`src/rtl/mem_port_arbiter_pkg.sv`:
```
// Shared types for the fetch/load-store memory port arbiter: FSM states,
// requester ownership encoding and latency counter sizing.
package mem_port_arbiter_pkg;

  typedef enum logic [1:0] {
    IDLE  = 2'd0,
    ISSUE = 2'd1,
    WAIT  = 2'd2,
    RESP  = 2'd3
  } state_e;

  typedef enum logic {
    OWN_IF = 1'b0,
    OWN_D  = 1'b1
  } owner_e;

  localparam int CNT_W = 4;

endpackage

```
`src/rtl/rr_arb2.sv`:
```
// Two-requester alternating-priority grant. The priority bit names the
// requester that wins a tie and flips to the loser after every granted cycle.
module rr_arb2
  import mem_port_arbiter_pkg::*;
#(
  parameter logic RST_PRIO = logic'(OWN_D)
) (
  input  logic       clk_i,
  input  logic       rst_ni,
  input  logic       en_i,
  input  logic       upd_i,
  input  logic [1:0] req_i,
  output logic [1:0] gnt_o
);

  logic prio_q;
  logic prio_d;

  // grant selection from requests and priority
  always_comb begin
    gnt_o = 2'b00;
    if (!en_i) begin
      gnt_o = 2'b00;
    end else if (req_i == 2'b11) begin
      gnt_o = prio_q ? 2'b10 : 2'b01;
    end else begin
      gnt_o = req_i;
    end
  end

  // priority moves to the requester that did not win
  always_comb begin
    prio_d = prio_q;
    if (upd_i && (gnt_o != 2'b00)) begin
      prio_d = gnt_o[0];
    end else begin
      prio_d = prio_q;
    end
  end

  // priority register
  always_ff @(posedge clk_i) begin
    if (!rst_ni) begin
      prio_q <= RST_PRIO;
    end else begin
      prio_q <= prio_d;
    end
  end

endmodule

```
`src/rtl/mem_port_arbiter.sv`:
```
// Shares one fixed-latency single-port memory between instruction fetch and
// load/store, one access in flight, with alternating priority under contention.
module mem_port_arbiter
  import mem_port_arbiter_pkg::*;
#(
  parameter int ADDR_W      = 32,
  parameter int DATA_W      = 32,
  parameter int MEM_LATENCY = 1
) (
  input  logic                clk,
  input  logic                rst_n,
  input  logic                if_req_valid,
  output logic                if_req_ready,
  input  logic [ADDR_W-1:0]   if_addr,
  input  logic                if_kill,
  output logic                if_resp_valid,
  output logic [DATA_W-1:0]   if_resp_data,
  input  logic                d_req_valid,
  output logic                d_req_ready,
  input  logic [ADDR_W-1:0]   d_addr,
  input  logic [DATA_W-1:0]   d_wdata,
  input  logic [DATA_W/8-1:0] d_wstrb,
  output logic                d_resp_valid,
  output logic [DATA_W-1:0]   d_resp_data,
  output logic                mem_en,
  output logic [ADDR_W-1:0]   mem_addr,
  output logic [DATA_W-1:0]   mem_wdata,
  output logic [DATA_W/8-1:0] mem_wstrb,
  input  logic [DATA_W-1:0]   mem_rdata
);

  localparam int STRB_W = DATA_W / 8;

  state_e              state_q, state_d;
  owner_e              owner_q;
  logic [ADDR_W-1:0]   addr_q;
  logic [DATA_W-1:0]   wdata_q;
  logic [STRB_W-1:0]   wstrb_q;
  logic [DATA_W-1:0]   rdata_q;
  logic [CNT_W-1:0]    cnt_q;
  logic                killed_q;
  logic                accept_s;
  logic                hs_s;
  logic [1:0]          gnt_s;

  // Ready is gated by rst_n so nothing is accepted while reset is held.
  assign accept_s = rst_n && ((state_q == IDLE) || (state_q == RESP));
  assign hs_s     = |gnt_s;

  rr_arb2 #(.RST_PRIO(logic'(OWN_D))) u_arb (
    .clk_i  (clk),
    .rst_ni (rst_n),
    .en_i   (accept_s),
    .upd_i  (hs_s),
    .req_i  ({d_req_valid, if_req_valid}),
    .gnt_o  (gnt_s)
  );

  // state register
  always_ff @(posedge clk) begin
    if (!rst_n) begin
      state_q <= IDLE;
    end else begin
      state_q <= state_d;
    end
  end

  // next-state logic
  always_comb begin
    state_d = state_q;
    case (state_q)
      IDLE, RESP: state_d = hs_s ? ISSUE : IDLE;
      ISSUE:      state_d = (|wstrb_q) ? RESP : WAIT;
      WAIT:       state_d = (cnt_q == CNT_W'(1)) ? RESP : WAIT;
      default:    state_d = IDLE;
    endcase
  end

  // request capture, latency countdown, read sample and fetch-kill tracking
  always_ff @(posedge clk) begin
    if (!rst_n) begin
      owner_q  <= OWN_IF;
      addr_q   <= '0;
      wdata_q  <= '0;
      wstrb_q  <= '0;
      rdata_q  <= '0;
      cnt_q    <= '0;
      killed_q <= 1'b0;
    end else begin
      if (hs_s) begin
        owner_q  <= gnt_s[1] ? OWN_D : OWN_IF;
        addr_q   <= gnt_s[1] ? d_addr : if_addr;
        wdata_q  <= gnt_s[1] ? d_wdata : '0;
        wstrb_q  <= gnt_s[1] ? d_wstrb : '0;
        killed_q <= 1'b0;
      end
      if (state_q == ISSUE) begin
        cnt_q   <= CNT_W'(MEM_LATENCY);
        rdata_q <= '0;
      end else if (state_q == WAIT) begin
        cnt_q <= cnt_q - CNT_W'(1);
        if (cnt_q == CNT_W'(1)) begin
          rdata_q <= mem_rdata;
        end
      end
      // A kill in the RESP cycle itself is handled combinationally below.
      if (((state_q == ISSUE) || (state_q == WAIT)) && (owner_q == OWN_IF) && if_kill) begin
        killed_q <= 1'b1;
      end
    end
  end

  // outputs
  always_comb begin
    if_req_ready  = gnt_s[0];
    d_req_ready   = gnt_s[1];
    mem_en        = (state_q == ISSUE);
    mem_addr      = addr_q;
    mem_wdata     = mem_en ? wdata_q : '0;
    mem_wstrb     = mem_en ? wstrb_q : '0;
    if_resp_valid = (state_q == RESP) && (owner_q == OWN_IF) && !killed_q && !if_kill;
    if_resp_data  = if_resp_valid ? rdata_q : '0;
    d_resp_valid  = (state_q == RESP) && (owner_q == OWN_D);
    d_resp_data   = d_resp_valid ? rdata_q : '0;
  end

endmodule

```
`config.mk`:
```
export PLATFORM = sky130hd
export DESIGN_NAME = mem_port_arbiter
export DESIGN_NICKNAME = d
export VERILOG_FILES = /design/src/rtl/mem_port_arbiter_pkg.sv /design/src/rtl/rr_arb2.sv /design/src/rtl/mem_port_arbiter.sv
export SDC_FILE = /design/constraint.sdc
export NUM_CORES = 1
export LEC_CHECK = 0
export CAP_MARGIN = 15
export CORE_AREA = 2 2 106 108
export DETAILED_ROUTE_END_ITERATION = 8
export DIE_AREA = 0 0 108 110
export DONT_BUFFER_PORTS = 1
export GPL_TIMING_DRIVEN = 0
export REMOVE_ABC_BUFFERS = 1
export SLEW_MARGIN = 20
export SYNTH_ARGS = -nofsm -noshare
export SYNTH_HDL_FRONTEND = slang
export SYNTH_SLANG_ARGS = --single-unit
```
`constraint.sdc`:
```
create_clock -name clk -period 2 [get_ports clk]
set_input_delay 0.4 -clock clk [delete_from_list [all_inputs] [get_ports clk]]
set_output_delay 0.4 -clock clk [all_outputs]
set_load 0.02 [all_outputs]
```
Yosys cells after proc, flatten, opt, wreduce, memory -nomap -nowiden

Index checks and enable logic that the tools add are counted.

Add/subtract/negate cells: 1
Multiply operators: 0
Div/mod/pow operators: 0
Order comparisons: 0
Eq/ne operators: 5
Shift operators: 0
Multiplexer cells: 19
Bitwise gates (word level): 2
Reductions and logical operators: 21

Operator list:

| operator                                                            | count |
|---|---|
| 32-bit 2-to-1 mux                                                   | 5 |
| 1-bit logical AND                                                   | 8 |
| 1-bit 2-to-1 mux                                                    | 8 |
| 4-bit 2-to-1 mux                                                    | 2 |
| 2-bit == test (second input constant)                               | 3 |
| 2-bit 2-to-1 mux                                                    | 3 |
| 2-bit one-hot mux with 3 select lines                               | 1 |
| 2-bit nonzero test                                                  | 3 |
| 2-bit OR reduction                                                  | 3 |
| 4-bit by 1-bit == test with 1-bit output (second input constant)    | 1 |
| 4-bit OR reduction                                                  | 1 |
| 4-bit by 1-bit subtractor with 4-bit output (second input constant) | 1 |
| 2-bit by 1-bit == test with 1-bit output (second input constant)    | 1 |
| 1-bit logical NOT                                                   | 2 |
| 2-bit logical NOT                                                   | 1 |
| 1-bit logical OR                                                    | 2 |
| 1-bit NOT                                                           | 2 |
| 2-bit AND reduction                                                 | 1 |

Register bits after elaboration: 109
Latch bits: 0
Memory bits (writable): 0
Memory bits (read-only): 0
Input port bits: 137
Output and inout bits: 137
Word-level logic and storage cells: 58
Memories: 0

Depth between registers and ports, before layout

Gate-level depths: netlist of the first run.

Depth after elaboration: 7
Depth in mapped cells: 7
Depth with buffers taken out: 5

By module

Synthesis of the first run repeated with hierarchy kept, for this count alone.

Cell total of the unflattened synthesis: 643
Area total of the unflattened synthesis: 5355.1 um2

Modules (own cells, without submodules):

| module           | times used | cells an instance | area an instance (um2) | sequential area each (um2) |
|---|---|---|---|---|
| mem_port_arbiter | 1          | 634               | 5290.1                 | 2162.1 |
| rr_arb2          | 1          | 9                 | 65.1                   | 20.0 |

Least setup slack after synthesis of the first run

OpenSTA, ideal clock, no wires.

Path kind: register to output
Start: register state_q[1]
End: output mem_wdata[14]
Data arrival time: 1.365 ns
Required time: 1.600 ns
Path slack: 0.235 ns
Cell stages (with the launch flop): 6
Buffers on the path: 2
Path through: dfxtp_1 -> inv_1 -> ha_1 -> clkbuf_1 -> clkbuf_1 -> and2_1

Longest elaborated chain between the ends: 2

RTL lines:

| element                                  | line                    | RTL |
|---|---|---|
| start, declared                          | mem_port_arbiter.sv:34  | `state_e state_q, state_d;` |
| start signal, assigned                   | mem_port_arbiter.sv:64  | `state_q <= state_d;` |
| 2-bit by 1-bit == test with 1-bit output | mem_port_arbiter.sv:117 | `mem_en = (state_q == ISSUE);` |
| net mem_en                               | mem_port_arbiter.sv:25  | `output logic mem_en,` |
| 32-bit 2-to-1 mux                        | mem_port_arbiter.sv:119 | `mem_wdata = mem_en ? wdata_q : '0;` |
| end, declared                            | mem_port_arbiter.sv:27  | `output logic [DATA_W-1:0] mem_wdata,` |

The timed path passes the listed nets, and every way through them passes these cells.

Worst setup path in the final report of the first run

Start: register state_q[0]
End: output if_resp_data[10]

Longest elaborated chain between the ends: 5

RTL lines:

| element                        | line                    | RTL |
|---|---|---|
| 2-bit == test                  | mem_port_arbiter.sv:121 | `if_resp_valid = (state_q == RESP) && (owner_q == OWN_IF) && !killed_q && !if_kill;` |
| 1-bit logical AND (3 in a row) | mem_port_arbiter.sv:121 |  |
| net if_resp_valid              | mem_port_arbiter.sv:16  | `output logic if_resp_valid,` |
| 32-bit 2-to-1 mux              | mem_port_arbiter.sv:122 | `if_resp_data = if_resp_valid ? rdata_q : '0;` |
| end, declared                  | mem_port_arbiter.sv:17  | `output logic [DATA_W-1:0] if_resp_data,` |

The timed path passes the listed nets, and every way through them passes these cells.

==> results of run 1 <==
[synthesized netlist by cell type (2+ instances only)]
cell	number	area, sq um
nor2b_1	3	18.8
nor2_1	5	18.8
nand2b_1	2	12.5
nand2_1	65	244
ha_1	5	62.6
and2_1	70	438
a22o_1	36	315
buf_1	3	11.3
inv_1	5	18.8
and3_1	33	206
a31oi_1	33	206
buf_4	3	22.5
dfxtp_1	109	2180
buf_2	17	85.1
clkbuf_1	32	120
buf_6	3	33.8
o21ai_0	34	170
a21oi_1	98	490
[per-stage QoR]
| stage | utilization, % | setup TNS, ns | area (sq um) |
|---|---|---|---|
| global placement | 44.3 | -147.56 | 4740 |
| detailed placement | 45.3 | -32.49 | 4840 |
| CTS | 50.1 | -2.21 | 5360 |
| finish | 52.0 | -1.70 | 5570 |
| global route | 52.0 | -4.60 | 5570 |
| floorplan | - | -57.46 | 4560 |
[what timing repair did]
action	4_1_cts	5_1_grt
endpoints found under the hold margin	0	0
setup endpoints to repair	162	118
gates resized for setup	95	46
buffers inserted	11	9
pin swaps	4	4
gates cloned	2	2
[critical path, cell delays in order (launching register included)]
cell and delay, ns:
dfxtp_4 0.40, ha_4 0.13, nor4b_4 0.19, buf_6 0.15, buf_12 0.14, clkbuf_16 0.14
and2_4 0.17
[power breakdown]
part	switching [uW]	total, uW	leakage [uW]	internal [uW]
clock	774	1370	0.0000988	595
sequential	886	3680	0.000898	2790
combinational	1290	2260	0.00114	969
total	2950	7300	0.00213	4350
[per-layer routing]
layer	share of wire, %	global-route usage, %	vias up	wire length, microns
met1	40	26.5	1997	5630
li1	-	-	1973	-
met4	0.80	6.50	0	113
met5	0	0	-	0
met2	51	38.2	197	7190
met3	8.7	6.47	12	1240
[final cells by class]
| class | count | share of cell area, % |
|---|---|---|
| inverters | 5 | 0.337 |
| clock inverters | 6 | 1.28 |
| well taps | 140 | 3.15 |
| flip-flops and latches | 109 | 39.4 |
| clock buffers | 10 | 2.29 |
| repair buffers | 29 | 6.61 |
| multi-input cells | 402 | 46.9 |
[flip-flops by register name, summed over array words and instances (netlist names)]
register / count
killed_q: 1
rdata_q: 32
u_arb.prio_q: 1
owner_q: 1
wdata_q: 32
cnt_q: 4
state_q: 2
wstrb_q: 4
mem_addr: 32
[worst max path at each step]
stage                             to  slack, ns  cells after the start
global route        if_resp_data[30]      -0.15                      6
detailed placement  if_resp_data[20]      -0.96                      5
global placement         rdata_q[10]      -2.71                      5
floorplan                 rdata_q[0]      -1.22                      5
CTS                 if_resp_data[26]      -0.15                      6
finish              if_resp_data[10]      -0.09                      6
[logic make-up (layout without fill, tap and decap cells)]
logic type	count (synthesis)	in the layout
XOR/XNOR	2	2
AO/OA/AOI/OAI	209	209
flip-flops	109	109
buffers and inverters	63	50
adder cells (fa/ha/maj)	5	5
AND/OR/NAND/NOR	186	186
==> summary.txt, run 1 <==
Status
  • Outcome: complete, but fails checks
  • Failing checks: setup timing

Drt
  • Vias after detailed routing: 4,179
  • Number of remaining DRC errors: 0
  • Post-route ant nets: 0
  • Vias per cell: 5.96
  • 1st-pass router iterations: 4
  • Iter 0 DRT Violations: 301
  • WL per Instance: 20.2 microns
  • Post-Route WL: 14.2 mm

Logic synthesis
  • Yosys reg bits: 109
  • Register area share after synthesis: 45.1%
  • Post-synth EDFFs: 0
  • Synth Area in Compound Gates: 25.9%
  • Synth Warn #: 0
  • Synth Instances: 574
  • Simple-gate share of the synthesized area: 21.3%
  • Largest family of logic cells by synthesized area: compound AO/OA/AOI/OAI gates
  • Xor and xnor area share after synthesis: 0.362%
  • Mapped Area: 0.00484 sq mm
  • Async set-reset flop share out of synthesis: 0%
  • Main flop type after synthesis: dfxtp_1
  • Post-synthesis mux area share: 0%
  • Synth unique cells: 36
  • Mapped Avg Cell Area: 8.43 sq um
  • Synth Area in Adders: 1.29%

Placed design
  • GP Congestion: 0.798
  • Port Buffer Count: 0
  • Dpl hpwl: 8.67 mm
  • Pre-CTS WS: -0.958 ns
  • Dpl cells: 662

Timing
  • Relative slew slack: 35.8%
  • Fin crit period: 2.09 ns
  • Actual slew at the worst max-slew pin: 0.958 ns
  • Fin. Hold Viols: 0
  • Max frequency: 0.479 GHz
  • Final setup viols: 29
  • RSZ-0062 raised after global routing: yes
  • Max-slew violations: 0
  • Hold slack: 0.133 ns
  • Final period util: 104%
  • Worst clock skew: 0.0173 ns
  • Setup ws final: -0.0882 ns

Power
  • PD cells: 1310 mW/mm^2
  • LEAKAGE: 0.00213 uW
  • Maximum VDD drop: 0.746 mV
  • Tot Pwr: 7300 uW

Floorplan
  • Die Ht: 110 microns
  • Initial Util: 45.2%
  • Die area: 0.0119 sq mm
  • IO Count: 274
  • Die X: 108 microns
  • Core Area: 0.0107 sq mm
  • Row cnt: 38

Worst setup path
  • CP required: 1.60 ns
  • Reg2reg end: mem_addr[10]
  • Reg2Reg Setup Slack: 0.15 ns
  • Crit path launch type: flip-flop
  • Critical Path End Type: output pin
  • Critical path peak fanout: 8
  • Worst r2r path cells: 7
  • CP arrival: 1.69 ns
  • Worst setup path class: reg2out
  • Worst Setup SP: state_q[0]
  • Critical R2R Launch: state_q[1]

Final layout
  • Layout fillers: 1,027
  • Diodes inserted: 0
  • Most common cell after layout, fill and taps aside: dfxtp_1
  • Share of cells above drive strength 1: 25.5%
  • Fin cells: 701
  • Seq. cell area: 0.00219 sq mm
  • Area Growth Syn to Fin: 15.1%
  • Highest-count cells in the layout ignoring fill and taps: dfxtp_1 (106), a21oi_1 (97), nand2_1 (65), and2_2 (37), a22o_1 (36)
  • Layout Nets: 698
  • Multi-input logic area: 0.00261 sq mm

Min path
  • Worst Hold Class: in2reg
  • Hold path startpoint: rst_n
  • Hold Path Sink: u_arb.prio_q
  • Hold depth: 1

Clock network
  • Clk slew on worst S/H paths: 0.11 ns
  • TritonCTS clock tree: yes
  • H-tree depth: 3
  • Clk buf depth: 2
  • Worst-Skew Late Latency: 0.36 ns
  • CTS Buf Count: 9
  • # clock sinks: 109
  • Root Buffer: clkbuf_8
  • Hold-fix buffers at CTS: 0

GRT
  • Antenna violations before repair: 0
  • Total track usage: 22.0%
  • First-pass GRT wire length: 20.5 mm
  • Total grt overflow: 0
  • Largest net degree at the start of global routing: 44
  • Vias in the first global route: 3,898

Run
  • Max cap viols: 0
(Power assumes the default switching activity.)
==> inputs of run 2 (changes only) <==
--- a/config.mk
+++ b/config.mk
@@ -6,11 +6,12 @@
 export NUM_CORES = 1
 export LEC_CHECK = 0
 export CAP_MARGIN = 15
-export CORE_AREA = 2 2 106 108
+export CORE_ASPECT_RATIO = 0.7
+export CORE_MARGIN = 2
+export CORE_UTILIZATION = 35
 export DETAILED_ROUTE_END_ITERATION = 8
-export DIE_AREA = 0 0 108 110
-export DONT_BUFFER_PORTS = 1
 export GPL_TIMING_DRIVEN = 0
+export PLACE_DENSITY = 0.77
 export REMOVE_ABC_BUFFERS = 1
 export SLEW_MARGIN = 20
 export SYNTH_ARGS = -nofsm -noshare
==> constraint.sdc (replaced) <==
create_clock -name clk -period 1.7 [get_ports clk]
set_input_delay 0.34 -clock clk [delete_from_list [all_inputs] [get_ports clk]]
set_output_delay 0.34 -clock clk [all_outputs]
set_load 0.02 [all_outputs]
==> run 2 against run 1 <==
Compared with the run above: non-clock buffer count increased by 288; highest routed layer unchanged; the flow still finishes with violations (setup timing); power increased by 58%; largest power group is now combinational logic; final cell count increased by 49%.
==> summary.txt, run 2 (synthesis results as in run 1) <==
Min path
  • Hold depth: 2 (+1)
  • Worst Hold Class: reg2reg
  • Hold Path Sink: rdata_q[0]
  • Hold path startpoint: rdata_q[0]

Timing
  • Final setup viols: 104 (+260%)
  • Relative slew slack: 53.0% (+17 points)
  • RSZ-0062 raised after global routing: yes
  • Worst clock skew: 0.00950 ns (-0.00777 ns)
  • Final period util: 118%
  • Setup ws final: -0.301 ns (-0.213 ns)
  • Hold slack: 0.470 ns (+0.338 ns)
  • Max frequency: 0.500 GHz
  • Max-slew violations: 0 (unchanged)
  • Fin crit period: 2.00 ns
  • Actual slew at the worst max-slew pin: 0.705 ns (-0.254 ns)
  • Fin. Hold Viols: 0 (unchanged)

Worst setup path
  • Worst r2r path cells: 8 (+1)
  • Critical path peak fanout: 3 (-5)
  • CP required: 1.36 ns (-0.24 ns)
  • Crit path launch type: flip-flop
  • CP cell instances: buf_6 > ha_4 > nand2_4 > nor3_4 > buf_8 > buf_6
  • Slowest stage delay, CP: 0.36 ns (-0.04 ns)
  • Critical Path End Type: output pin
  • Reg2reg end: wdata_q[21]
  • Reg2Reg Setup Slack: 0 ns (-0.15 ns)
  • CP arrival: 1.66 ns (-0.03 ns)
  • Crit path max-delay cell type: dfxtp_4
  • Critical R2R Launch: state_q[1]
  • Worst setup path class: reg2out
  • CP dominant cell by count: buf_6

Placed design
  • Dpl cells: 978 (+48%)
  • Dpl hpwl: 11.5 mm (+32%)
  • GP Congestion: 0.819 (+2.6%)
  • Port Buffer Count: 273 (+273)
  • Placed instance area: 0.00761 sq mm (+57%)
  • Pre-CTS WS: -1.92 ns (-0.962 ns)

Final layout
  • Seq. cell area: 0.00219 sq mm (unchanged)
  • Area Growth Syn to Fin: 87.0%
  • Highest-count cells in the layout ignoring fill and taps: clkdlybuf4s50_1 (163), buf_6 (114), dfxtp_1 (106), a21oi_1 (97), and2_4 (67)
  • Multi-input logic area: 0.00280 sq mm (+7.3%)
  • Layout fillers: 1,005 (-2.1%)
  • Most common cell after layout, fill and taps aside: clkdlybuf4s50_1
  • Fin area: 0.00904 sq mm (+62%)
  • Fin cells: 1,043 (+49%)
  • Layout Nets: 994 (+42%)
  • Share of cells above drive strength 1: 32.2% (+6.7 points)

Power
  • PD cells: 1270 mW/mm^2 (-2.8%)
  • Maximum VDD drop: 0.797 mV (+6.8%)
  • LEAKAGE: 0.00364 uW (+71%)
  • Tot Pwr: 11,500 uW (+58%)

Drt
  • Post-Route WL: 20.5 mm (+45%)
  • Vias after detailed routing: 5,601 (+34%)
  • Number of remaining DRC errors: 0 (unchanged)
  • Vias per cell: 5.37 (-9.9%)
  • Iter 0 DRT Violations: 316 (+5.0%)
  • 1st-pass router iterations: 5 (+1)
  • Post-route ant nets: 0 (unchanged)
  • WL per Instance: 19.7 microns (-2.8%)

GRT
  • Antenna violations before repair: 0 (unchanged)
  • First-pass GRT wire length: 28.1 mm (+37%)
  • Vias in the first global route: 5,240 (+34%)
  • Total grt overflow: 0 (unchanged)
  • Largest net degree at the start of global routing: 45 (+2.3%)
  • Total track usage: 24.7% (+2.7 points)

Status
  • Outcome: complete, but fails checks
  • Failing checks: setup timing

Clock network
  • H-tree depth: 3 (unchanged)
  • Root Buffer: clkbuf_16
  • TritonCTS clock tree: yes
  • CTS Buf Count: 9 (unchanged)
  • # clock sinks: 109 (unchanged)
  • Hold-fix buffers at CTS: 0 (unchanged)
  • Worst-Skew Late Latency: 0.35 ns (about the same)
  • Clk buf depth: 2 (unchanged)
  • Clk slew on worst S/H paths: 0.07 ns (-0.04 ns)

Floorplan
  • Die area: 0.0148 sq mm (+25%)
  • Initial Util: 36.3% (-8.9 points)
  • Core Area: 0.0133 sq mm (+24%)
  • Row cnt: 35 (-7.9%)
  • IO Count: 274 (unchanged)
  • Die X: 145 microns (+34%)
  • Die Ht: 102 microns (-6.9%)

Run
  • Max cap viols: 0 (unchanged)
[run 2: cell count changes in the layout (fill, tap and decap cells not counted), moves of 7 or more]
cell             before  now
buf_6                 6  114
and2_2               37    0
and3_4                0   18
and3_2               16    0
clkdlybuf4s50_1       0  163
clkbuf_16             2   11
clkbuf_8              9    2
and2_4               28   67
[run 2: final cells by class]
cell class | count | share of cell area [%]
antenna | 1 | 0.0277
sequential | 109 | 24.3
tap | 185 | 2.56
clock inverter | 5 | 0.733
inverter | 5 | 0.249
multi-input combinational | 409 | 31.0
timing repair buffer | 317 | 38.3
timing repair inverter | 1 | 0.0830
clock buffer | 11 | 2.79
[run 2: critical path: cells and delay by family (launching register included)]
kind,cells,cell delay (ns)
AND/OR/NAND/NOR,2,0.30
flip-flops,1,0.36
buffers and inverters,3,0.36
adder cells (fa/ha/maj),1,0.29
[run 2: power by group]
group | leakage [uW] | switching [uW] | internal, uW
Combinational | 0.00259 | 2730 | 2740
Sequential | 0.000898 | 536 | 3280
Clock | 0.000154 | 991 | 1240
[run 2: worst max path at each step]
stage | depth (start not counted) | endpoint | from
global route | 6 | if_req_ready | state_q[1]
global placement | 4 | d_req_ready | d_req_valid
finish | 6 | d_req_ready | state_q[1]
detailed placement | 5 | d_req_ready | d_req_valid
floorplan | 5 | rdata_q[0] | cnt_q[1]
CTS | 6 | if_resp_data[21] | state_q[1]
[run 2: through the flow]
step / setup TNS [ns] / util, %
floorplan: -87.67 / -
global placement: -354.60 / 56.6
detailed placement: -192.85 / 57.2
CTS: -20.44 / 64.7
global route: -25.81 / 67.9
finish: -20.63 / 67.9
[run 2: what timing repair did]
action	4_1_cts	5_1_grt
endpoints found under the setup margin	211	182
buffers inserted	30	7
gates cloned	9	6
gates resized for setup	638	142
pin swaps	15	21
[run 2: routing by layer]
layer  track usage, %  share of wire [%]
met1             29.6                 40
met2             43.1                 49
met3             7.92                9.1
met4             6.57                2.0
met5                0                  0
